--- src/rtl/ama_riscv_csr_perf_if.sv ---
// CSR access bus between the EXE stage (master) and the counter CSR unit (slave).
interface ama_riscv_csr_perf_if;
   logic        csr_en;
   logic        csr_we;
   logic [11:0] csr_addr;
   logic [1:0]  csr_op;
   logic [31:0] csr_wdata;
   logic [31:0] csr_rdata;
   logic        csr_illegal;

   modport master (
      output csr_en, csr_we, csr_addr, csr_op, csr_wdata,
      input  csr_rdata, csr_illegal
   );

   modport slave (
      input  csr_en, csr_we, csr_addr, csr_op, csr_wdata,
      output csr_rdata, csr_illegal
   );
endinterface

--- src/rtl/ama_riscv_csr_perf.sv ---
// Machine counter / performance-monitor CSR unit: mcycle, minstret, NUM_HPM
// programmable event counters, mcountinhibit and sticky wrap flags.
// Counter slot k follows the CSR numbering: 0 = cycle, 1 = unused (always 0),
// 2 = instret, 3+i = mhpmcounter(3+i).
module ama_riscv_csr_perf #(
   parameter int NUM_HPM    = 4,
   parameter int CNT_W      = 64,
   parameter int NUM_EVENTS = 8,
   parameter int EVT_W      = $clog2(NUM_EVENTS + 1)
) (
   input  logic                     clk,
   input  logic                     rst,
   ama_riscv_csr_perf_if.slave      csr,
   input  logic                     stall,
   input  logic                     inst_retire,
   input  logic [NUM_EVENTS-1:0]    events,
   output logic [NUM_HPM+2:0]       cnt_ovf
);

   localparam int NCNT = NUM_HPM + 3;
   localparam logic [NCNT-1:0] INH_MASK = ~(NCNT'(2));

   logic [CNT_W-1:0] cnt_q [NCNT];
   logic [CNT_W-1:0] cnt_d [NCNT];
   logic [EVT_W-1:0] evt_q [NCNT];
   logic [EVT_W-1:0] evt_d [NCNT];
   logic [NCNT-1:0]  inh_q, inh_d;
   logic [NCNT-1:0]  ovf_q, ovf_d;

   logic [NCNT-1:0]  hit_cnt;
   logic [NCNT-1:0]  hit_evt;
   logic             hit_inh;
   logic             addr_ok;
   logic             addr_hi;
   logic [31:0]      rdata;
   logic [31:0]      wval;
   logic             commit;

   // Address decode: which counter, selector or inhibit register is addressed
   always_comb begin
      hit_cnt = '0;
      hit_evt = '0;
      hit_inh = (csr.csr_addr == 12'h320);
      addr_hi = csr.csr_addr[7];
      for (int k = 0; k < NCNT; k++) begin
         if (k != 1) begin
            if ((csr.csr_addr == (12'hB00 + 12'(k))) ||
                (csr.csr_addr == (12'hB80 + 12'(k))))
               hit_cnt[k] = 1'b1;
         end
         if (k >= 3) begin
            if (csr.csr_addr == (12'h320 + 12'(k)))
               hit_evt[k] = 1'b1;
         end
      end
      addr_ok = (|hit_cnt) | (|hit_evt) | hit_inh;
   end

   // Combinational read mux; high halves are zero-extended above CNT_W
   always_comb begin
      logic [63:0] ext;
      rdata = '0;
      ext   = '0;
      if (csr.csr_en) begin
         for (int k = 0; k < NCNT; k++) begin
            if (hit_cnt[k]) begin
               ext   = 64'(cnt_q[k]);
               rdata = addr_hi ? ext[63:32] : ext[31:0];
            end
            if (hit_evt[k])
               rdata = 32'(evt_q[k]);
         end
         if (hit_inh)
            rdata = 32'(inh_q);
      end
   end

   assign csr.csr_rdata   = rdata;
   assign csr.csr_illegal = csr.csr_en & ~addr_ok;
   assign cnt_ovf         = ovf_q;

   // Read-modify-write value and the write-commit qualifier
   always_comb begin
      wval = csr.csr_wdata;
      case (csr.csr_op)
         2'b01:   wval = csr.csr_wdata;
         2'b10:   wval = rdata | csr.csr_wdata;
         2'b11:   wval = rdata & ~csr.csr_wdata;
         default: wval = rdata;
      endcase
      commit = csr.csr_en & csr.csr_we & (csr.csr_op != 2'b00) & ~stall & addr_ok;
   end

   // Next state: writes win over increments and clear the wrap flag
   always_comb begin
      logic             inc;
      logic [CNT_W:0]   sum;
      inh_d = inh_q;
      ovf_d = ovf_q;
      inc   = 1'b0;
      sum   = '0;
      for (int k = 0; k < NCNT; k++) begin
         cnt_d[k] = cnt_q[k];
         evt_d[k] = evt_q[k];
         inc      = 1'b0;
         if (k == 0) begin
            inc = 1'b1;
         end else if (k == 2) begin
            inc = inst_retire;
         end else if (k >= 3) begin
            for (int e = 0; e < NUM_EVENTS; e++) begin
               if (evt_q[k] == EVT_W'(e + 1))
                  inc = events[e];
            end
         end
         if (inh_q[k])
            inc = 1'b0;

         if (commit && hit_cnt[k]) begin
            if (addr_hi)
               cnt_d[k][CNT_W-1:32] = wval[CNT_W-33:0];
            else
               cnt_d[k][31:0] = wval;
            ovf_d[k] = 1'b0;
         end else if (inc) begin
            sum      = {1'b0, cnt_q[k]} + {{CNT_W{1'b0}}, 1'b1};
            cnt_d[k] = sum[CNT_W-1:0];
            if (sum[CNT_W])
               ovf_d[k] = 1'b1;
         end

         if (commit && hit_evt[k])
            evt_d[k] = (wval > 32'(NUM_EVENTS)) ? '0 : wval[EVT_W-1:0];
      end
      if (commit && hit_inh)
         inh_d = wval[NCNT-1:0] & INH_MASK;
   end

   // State registers with asynchronous active-low clear
   always_ff @(posedge clk or negedge rst) begin
      if (!rst) begin
         for (int k = 0; k < NCNT; k++) begin
            cnt_q[k] <= '0;
            evt_q[k] <= '0;
         end
         inh_q <= '0;
         ovf_q <= '0;
      end else begin
         for (int k = 0; k < NCNT; k++) begin
            cnt_q[k] <= cnt_d[k];
            evt_q[k] <= evt_d[k];
         end
         inh_q <= inh_d;
         ovf_q <= ovf_d;
      end
   end

endmodule

--- src/flat_wrapper.sv ---
// flat-port wrapper written by rule: the top's interface ports become plain ports
module ama_riscv_csr_perf_flat 
#(
   parameter int NUM_HPM    = 4,
   parameter int CNT_W      = 64,
   parameter int NUM_EVENTS = 8,
   parameter int EVT_W      = $clog2(NUM_EVENTS + 1)
)
  (clk, rst, stall, inst_retire, events, cnt_ovf, csr_csr_en, csr_csr_we, csr_csr_addr, csr_csr_op, csr_csr_wdata, csr_csr_rdata, csr_csr_illegal);
  ama_riscv_csr_perf_if csr_i ();
  input  logic clk;
  input  logic rst;
  input  logic stall;
  input  logic inst_retire;
  input  logic [NUM_EVENTS-1:0] events;
  output logic [NUM_HPM+2:0] cnt_ovf;
  input wire logic [$bits(csr_i.csr_en)-1:0] csr_csr_en;
  input wire logic [$bits(csr_i.csr_we)-1:0] csr_csr_we;
  input wire logic [$bits(csr_i.csr_addr)-1:0] csr_csr_addr;
  input wire logic [$bits(csr_i.csr_op)-1:0] csr_csr_op;
  input wire logic [$bits(csr_i.csr_wdata)-1:0] csr_csr_wdata;
  output wire logic [$bits(csr_i.csr_rdata)-1:0] csr_csr_rdata;
  output wire logic [$bits(csr_i.csr_illegal)-1:0] csr_csr_illegal;
  assign csr_i.csr_en = csr_csr_en;
  assign csr_i.csr_we = csr_csr_we;
  assign csr_i.csr_addr = csr_csr_addr;
  assign csr_i.csr_op = csr_csr_op;
  assign csr_i.csr_wdata = csr_csr_wdata;
  assign csr_csr_rdata = csr_i.csr_rdata;
  assign csr_csr_illegal = csr_i.csr_illegal;
  ama_riscv_csr_perf #(.NUM_HPM(NUM_HPM), .CNT_W(CNT_W), .NUM_EVENTS(NUM_EVENTS), .EVT_W(EVT_W)) u_core (.clk(clk), .rst(rst), .csr(csr_i), .stall(stall), .inst_retire(inst_retire), .events(events), .cnt_ovf(cnt_ovf));
endmodule
--- config.mk ---
export PLATFORM = sky130hd
export DESIGN_NAME = ama_riscv_csr_perf_flat
export DESIGN_NICKNAME = d
export VERILOG_FILES = /design/src/rtl/ama_riscv_csr_perf_if.sv /design/src/rtl/ama_riscv_csr_perf.sv /design/src/flat_wrapper.sv
export SDC_FILE = /design/constraint.sdc
export NUM_CORES = 2
export LEC_CHECK = 0
export BUFFER_PORTS_ARGS = -buffer_cell sky130_fd_sc_hd__buf_2
export CORE_MARGIN = 1
export CORE_UTILIZATION = 45
export DETAILED_ROUTE_END_ITERATION = 7
export GPL_TIMING_DRIVEN = 1
export MAX_ROUTING_LAYER = met4
export PLACE_DENSITY_LB_ADDON = 0.12
export SLEW_MARGIN = 40
export SYNTH_ARGS = -nofsm -noshare
export SYNTH_HDL_FRONTEND = slang
export SYNTH_SLANG_ARGS = --single-unit
export TNS_END_PERCENT = 30
--- constraint.sdc ---
create_clock -name clk -period 3.2 [get_ports clk]
set_input_delay 0.32 -clock clk [delete_from_list [all_inputs] [get_ports clk]]
set_output_delay 0.32 -clock clk [all_outputs]
set_load 0.005 [all_outputs]
# Word level (Yosys, flattened, before mapping)

Cells that the tools add are included.

Memories kept: 0
Input bits: 60
Bits in latches: 0
Output and inout bits: 40
Register bits: 412
RAM bits: 0
Word-level logic and storage cells: 255
Bits in read-only memories: 0

Multiplexer cells: 99
Shift operators: 0
Equality and inequality tests: 65
Div/mod/pow operators: 0
Bitwise gates (word level): 12
Multiply operators: 0
Add/sub/neg operators: 6
Magnitude comparators: 1
Reductions and logical operators: 49

Operators by type and width:

| kind                                                                             | count |
|---|---|
| 64-bit 2-to-1 mux                                                                | 12 |
| 32-bit 2-to-1 mux                                                                | 20 |
| 64-bit by 1-bit adder with 65-bit output, second input constant                  | 6 |
| 12-bit equality test, second input constant                                      | 12 |
| 32-bit one-hot mux with 3 select lines                                           | 1 |
| 1-bit 2-to-1 mux                                                                 | 65 |
| 4-bit by 3-bit equality test with 1-bit output, second input constant            | 16 |
| 12-bit by 10-bit equality test with 1-bit output, second input constant          | 5 |
| 2-bit AND reduction                                                              | 18 |
| 32-bit AND                                                                       | 1 |
| 4-bit by 2-bit equality test with 1-bit output, second input constant            | 8 |
| 32-bit by 4-bit greater-than comparator with 1-bit output, second input constant | 1 |
| 32-bit NOT                                                                       | 1 |
| 32-bit OR                                                                        | 1 |
| 2-bit inequality test, second input constant                                     | 13 |
| 2-bit nonzero test                                                               | 12 |
| 4-bit by 1-bit equality test with 1-bit output, second input constant            | 4 |
| 4-bit equality test, second input constant                                       | 4 |
| 1-bit logical AND                                                                | 11 |
| 1-bit logical OR                                                                 | 6 |
| 6-bit OR reduction                                                               | 1 |
| 1-bit AND                                                                        | 5 |
| 2-bit equality test, second input constant                                       | 2 |
| 4-bit 2-to-1 mux                                                                 | 1 |
| other kinds (4)                                                                  | 6 |

# Depth between registers and ports, before layout

Word-level depth: 19
Gate-level depth with buffers: 17
Gate-level depth less buffers: 11

# Worst setup path before layout

Ideal clock, no wire load.

Path kind: in2reg
Start: input port csr_csr_addr[1]
End: register u_core.evt_q[11] (netlist bit)
Path slack: -80 ps
Path buffers: 4
Arrival time: 3200 ps
Cell stages on the path: 13
Setup time: 80 ps
Required time: 3120 ps
Cell sequence: buf_2 > buf_6 > buf_4 > buf_2 > mux4_2 > nand2_1 > a41oi_1 > a2111oi_0 > nand4_1 > nor4_1 > nand3_1 > or4b_4 > o21ai_1

Cells in the longest elaborated chain, start to end: 19
Elaborated cells on any way between the ends: 56
Those cells by class: 1 x order compare; 17 x eq/ne; 24 x mux; 5 x bitwise; 9 x reduce/logical

RTL lines:

| element                                                   | RTL line                                           | source |
|---|---|---|
| from (decl)                                               | flat_wrapper.sv:19                                 | `input wire logic [$bits(csr_i.csr_addr)-1:0] csr_csr_addr;` |
| 12-bit equality test (on tied branches)                   | ama_riscv_csr_perf.sv:47, ama_riscv_csr_perf.sv:48 |  |
| 1-bit logical OR                                          | ama_riscv_csr_perf.sv:47                           | `if ((csr.csr_addr == (12'hB00 + 12'(k))) \|\|` |
| 1-bit 2-to-1 mux                                          | ama_riscv_csr_perf.sv:47                           |  |
| 32-bit 2-to-1 mux (3 in a row)                            | ama_riscv_csr_perf.sv:66                           | `if (hit_cnt[k]) begin` |
| 32-bit 2-to-1 mux                                         | ama_riscv_csr_perf.sv:70                           | `if (hit_evt[k])` |
| 32-bit 2-to-1 mux                                         | ama_riscv_csr_perf.sv:66                           |  |
| 32-bit 2-to-1 mux                                         | ama_riscv_csr_perf.sv:70                           |  |
| 32-bit 2-to-1 mux                                         | ama_riscv_csr_perf.sv:66                           |  |
| 32-bit 2-to-1 mux                                         | ama_riscv_csr_perf.sv:70                           |  |
| 32-bit 2-to-1 mux                                         | ama_riscv_csr_perf.sv:66                           |  |
| 32-bit 2-to-1 mux                                         | ama_riscv_csr_perf.sv:70                           |  |
| 32-bit 2-to-1 mux                                         | ama_riscv_csr_perf.sv:73                           | `if (hit_inh)` |
| 32-bit 2-to-1 mux                                         | ama_riscv_csr_perf.sv:64                           | `if (csr.csr_en) begin` |
| 32-bit AND / 32-bit OR (equally long branches)            | ama_riscv_csr_perf.sv:88, ama_riscv_csr_perf.sv:87 |  |
| 32-bit one-hot mux with 3 select lines                    | ama_riscv_csr_perf.sv:85                           | `case (csr.csr_op)` |
| 32-bit by 4-bit greater-than comparator with 1-bit output | --                                                 |  |
| 4-bit 2-to-1 mux                                          | ama_riscv_csr_perf.sv:133                          | `evt_d[k] = (wval > 32'(NUM_EVENTS)) ? '0 : wval[EVT_W-1:0];` |
| to (signal, indexed assignment)                           | ama_riscv_csr_perf.sv:151                          | `evt_q[k] <= evt_d[k];` |
| to (decl)                                                 | ama_riscv_csr_perf.sv:25                           | `logic [EVT_W-1:0] evt_q [NCNT];` |

Parallel ways exist; a longest one is shown, timed or not.
A chain may end at the register's enable or synchronous reset.

# Worst setup path after layout

Start: register u_core.cnt_q[26] (netlist bit)
End: register u_core.evt_q[7] (netlist bit)

Cells in the longest elaborated chain, start to end: 9
Elaborated cells on any way between the ends: 10
Those cells by class: 1 x order compare; 7 x mux; 2 x bitwise

RTL lines:

| element                                                     | RTL line                                           | source |
|---|---|---|
| from (decl)                                                 | ama_riscv_csr_perf.sv:23                           | `logic [CNT_W-1:0] cnt_q [NCNT];` |
| from (signal, indexed assignment)                           | ama_riscv_csr_perf.sv:150                          | `cnt_q[k] <= cnt_d[k];` |
| 32-bit 2-to-1 mux *                                         | ama_riscv_csr_perf.sv:68                           | `rdata = addr_hi ? ext[63:32] : ext[31:0];` |
| 32-bit 2-to-1 mux *                                         | ama_riscv_csr_perf.sv:66                           |  |
| 32-bit 2-to-1 mux *                                         | ama_riscv_csr_perf.sv:70                           |  |
| 32-bit 2-to-1 mux *                                         | ama_riscv_csr_perf.sv:73                           |  |
| 32-bit 2-to-1 mux *                                         | ama_riscv_csr_perf.sv:64                           |  |
| 32-bit AND / 32-bit OR (equally long branches)              | ama_riscv_csr_perf.sv:88, ama_riscv_csr_perf.sv:87 |  |
| 32-bit one-hot mux with 3 select lines *                    | ama_riscv_csr_perf.sv:85                           |  |
| 32-bit by 4-bit greater-than comparator with 1-bit output * | --                                                 |  |
| 4-bit 2-to-1 mux *                                          | ama_riscv_csr_perf.sv:133                          |  |

Every way passes the cells marked *; elsewhere a longest branch is shown, timed or not.

==> impl_results.md <==
- Final Critical Period: 3510 ps
- Synth unique cells: 97
- Post-synth EDFFs: 0
- Initial Util: 0.457
- # rows: 94
- Via Count: between 30000 and 40000
- Pwr Total: 13.8 mW
- Congestion Overflow GR: 0
- Hpwl dp: ~120 mm
- Wire length per cell: around 28 µm
- Syn-to-layout area delta: 34.1%
- Cell area after layout: 0.0405 mm²
- Post-Syn Instances: just under 4000
- VDD IR max: 0.387 mV
- Synth area leader: dfrtp_1
- Number of global-route vias before repair: between 30000 and 40000
- Gr busiest metal: met1
- Setup WS post-layout: -307 ps
- CP Capture Type: register
- Die H: ~260 µm
- Fin Clk Skew: around 27 ps
- CTS H-Tree Depth: 2
- Slew of the pin with the lowest slew margin: 881 ps
- Max Fclk: approximately 0.29 GHz
- Placeable Area: between 0.06 and 0.07 mm²
- Final Hold Viols: 0
- CTS tree: built
- Largest net degree at the start of global routing: 76
- Top cells by count, synth: 600 x a21oi_1, 498 x nand2_1, 412 x dfrtp_1, 352 x nor2_1, 296 x o21ai_0
- HP Class: input port to asynchronous set/reset pin
- DR DRC count: 18
- TritonCTS Buffers: 52
- Avg Synthesized Cell Area: approximately 7.7 µm²
- Synth Flop Type: dfrtp_1
- Final setup fails: 17
- Placed Area: about 0.038 mm²
- Share of the synthesized area in the top cell type: 0.341
- Crit share post-route: 1.10
- Pwr/cell area: approximately 340 mW/mm²
- Synthesized Nets: around 4000
- First-pass detailed-route iteration total: 8
- Unrepaired setup endpoints after global routing: true
- Seq/Total Area, Yosys: 0.341
- Top cells by area, synth: dfrtp_1 34%, a21oi_1 9.9%, nand2_1 6.2%, o21ai_0 4.9%, nor2_1 4.4%
- Placed cells: between 5000 and 6000
- Skew-Pair Late Insertion Delay: about 630 ps
- Global-route wire length before repair: between 200 and 250 mm
- Yosys reg bits: 412
- Setup Crit Path Kind: register to register
- Met3 usage: 0.110
- Clk root buf: clkbuf_16
- Setup crit start kind: register
- Synth warn: 0
- Critical Path RT: about 3700 ps
- Final Non-Filler Cells: around 5700
- Initial antenna violation count: 11
- Max-slew headroom: 0.411
- Routability cong.: ~1.1
- Slowest CP cell: or4b_4
- Crit-path cells: mux2i_1 -> nor3_1 -> a211oi_1 -> buf_4 -> o22ai_1 -> o21ai_0 -> o21ai_2 -> nor4bb_1 -> buf_4 -> nand3_4 -> or4b_4 -> o21ai_2
- Fin. max-slew vios: 0
- Gr usage total: 0.473
- Via/cell ratio: about 6.6
- Area of the mapped netlist: approximately 0.030 mm²
- Ports: 100
- Max Cap Viol: 0
- Asr flop ratio synth: 1.00
- Fraction of layout cells with a size suffix above 1: 0.271
- Setup_tns: -3310 ps
- Wirelength, routed: about 160 mm
- Worst EP arrival: slightly above 4000 ps
- Longest Clk Path Bufs: 3
- Nets: between 4000 and 5000
- ANT nets after route: 0
- Most frequent cell after synthesis: a21oi_1
- Worst-path maximum fanout: 4
- Failing checks: design-rule violations, negative setup slack
- Port buffer count: between 90 and 100
- Die Area: 0.0682 mm²
- Fillers: approximately 6100
- Critical Path Max Stage Delay: between 600 and 700 ps
- Lkg Pwr: around 18 nW
- Drt initial violations: ~5800
- Clock Sinks: just over 400
- Met1 GRT Util: 0.656
- Worst-path clk slew: approximately 60 ps
- Die X: ~260 µm
- M2 GR Usage: 0.646
- Status: finished with violations
-- logic make-up after synthesis --
kind of cell	after synthesis	synth area share
compound gates	1435	0.287
xor+xnor	4	0.00116
fa+ha+maj	6	0.00248
buf+inv	349	0.0490
flops	412	0.341
mux	181	0.0738
other cells	1	0.000124
simple gates	1549	0.245
-- power breakdown --
part	internal, mW	total (mW)	switching (mW)	leakage [nW]
sequential	5.27	5.38	0.108	5.50
combinational	0.630	1.75	1.12	11.3
clock	4.12	6.69	2.57	0.957
-- timing repair --
item | in CTS | in global routing
hold endpoints to repair | 67 | 0
pin swaps | 8 | 7
hold buffers | 1 | 0
setup endpoints to repair | 17 | 43
gates resized for setup | 13 | 31
setup buffers | 1 | 2
-- final cells by class --
type	count	area, µm²	area share
inverter	61	229	0.00565
clock buffer	72	1560	0.0384
tap	864	1080	0.0267
timing repair buffer	1029	8180	0.202
sequential	412	10300	0.254
multi-input combinational	3176	18800	0.463
clock inverter	25	374	0.00923
antenna	13	32.5	0.000802
-- cells in the final DEF, fill, tap and decap left out, types with 34 or more instances in the layout --
| cell type | count |
|---|---|
| dfrtp_1 | 409 |
| buf_12 | 54 |
| clkbuf_16 | 53 |
| mux2i_1 | 114 |
| nand2b_1 | 34 |
| mux2_2 | 35 |
| a21oi_1 | 594 |
| buf_4 | 875 |
| inv_1 | 60 |
| buf_2 | 96 |
| nor3_1 | 112 |
| nand2_1 | 498 |
| and2_1 | 36 |
| a211oi_1 | 41 |
| nor2_1 | 345 |
| o21ai_0 | 295 |
| o22ai_1 | 114 |
| o22a_1 | 42 |
| and3_1 | 90 |
| nand4_1 | 85 |
| nand3_1 | 184 |
-- critical path: cells and delay by family (launching register included) --
| kind | cells | cell delay [ps] |
|---|---|---|
| buffers and inverters | 2 | 370 |
| AO/OA/AOI/OAI | 5 | 1020 |
| flip-flops | 1 | 410 |
| AND/OR/NAND/NOR | 4 | 1310 |
| multiplexers | 1 | 320 |
-- path summary, 6_finish.rpt --
| check | cells after the start | slack (ps) | from | endpoint |
|---|---|---|---|---|
| worst max-delay path | 12 | -310 | u_core.cnt_q[26] | u_core.evt_q[7] |
| worst min-delay path | 2 | 310 | rst | u_core.cnt_q[33] |
| worst max register to register | 12 | -310 | u_core.cnt_q[26] | u_core.evt_q[7] |
| worst min register to register | 2 | 500 | u_core.cnt_ovf[0] | u_core.cnt_ovf[0] |
| max in group asynchronous | 3 | 1930 | rst | u_core.cnt_q[134] |
| min in group clk | 4 | 310 | csr_csr_wdata[3] | u_core.cnt_q[163] |
-- flip-flops by register name, summed over array words and instances, names as in the netlist --
register and count:
u_core.cnt_q 384, u_core.evt_q 16, u_core.cnt_ovf 6, u_core.inh_q 6
-- routing by layer --
layer  routed length (µm)  vias up
met5                    0        -
met2                64500     2545
met4                 8540        0
met1                66000    17900
met3                20000      416
li1                     -    16400
-- metrics by stage --
stage                     worst slack [ps]  hold slack, ps   util
final                                 -307             306  0.613
after global routing                  -377             298  0.613
after CTS                             -214             271  0.610
after detailed placement              -968             366  0.580
after global placement                -881             362  0.580
after floorplan                       1.99            24.4      -
No activity file was read; power rests on OpenSTA's default activity.
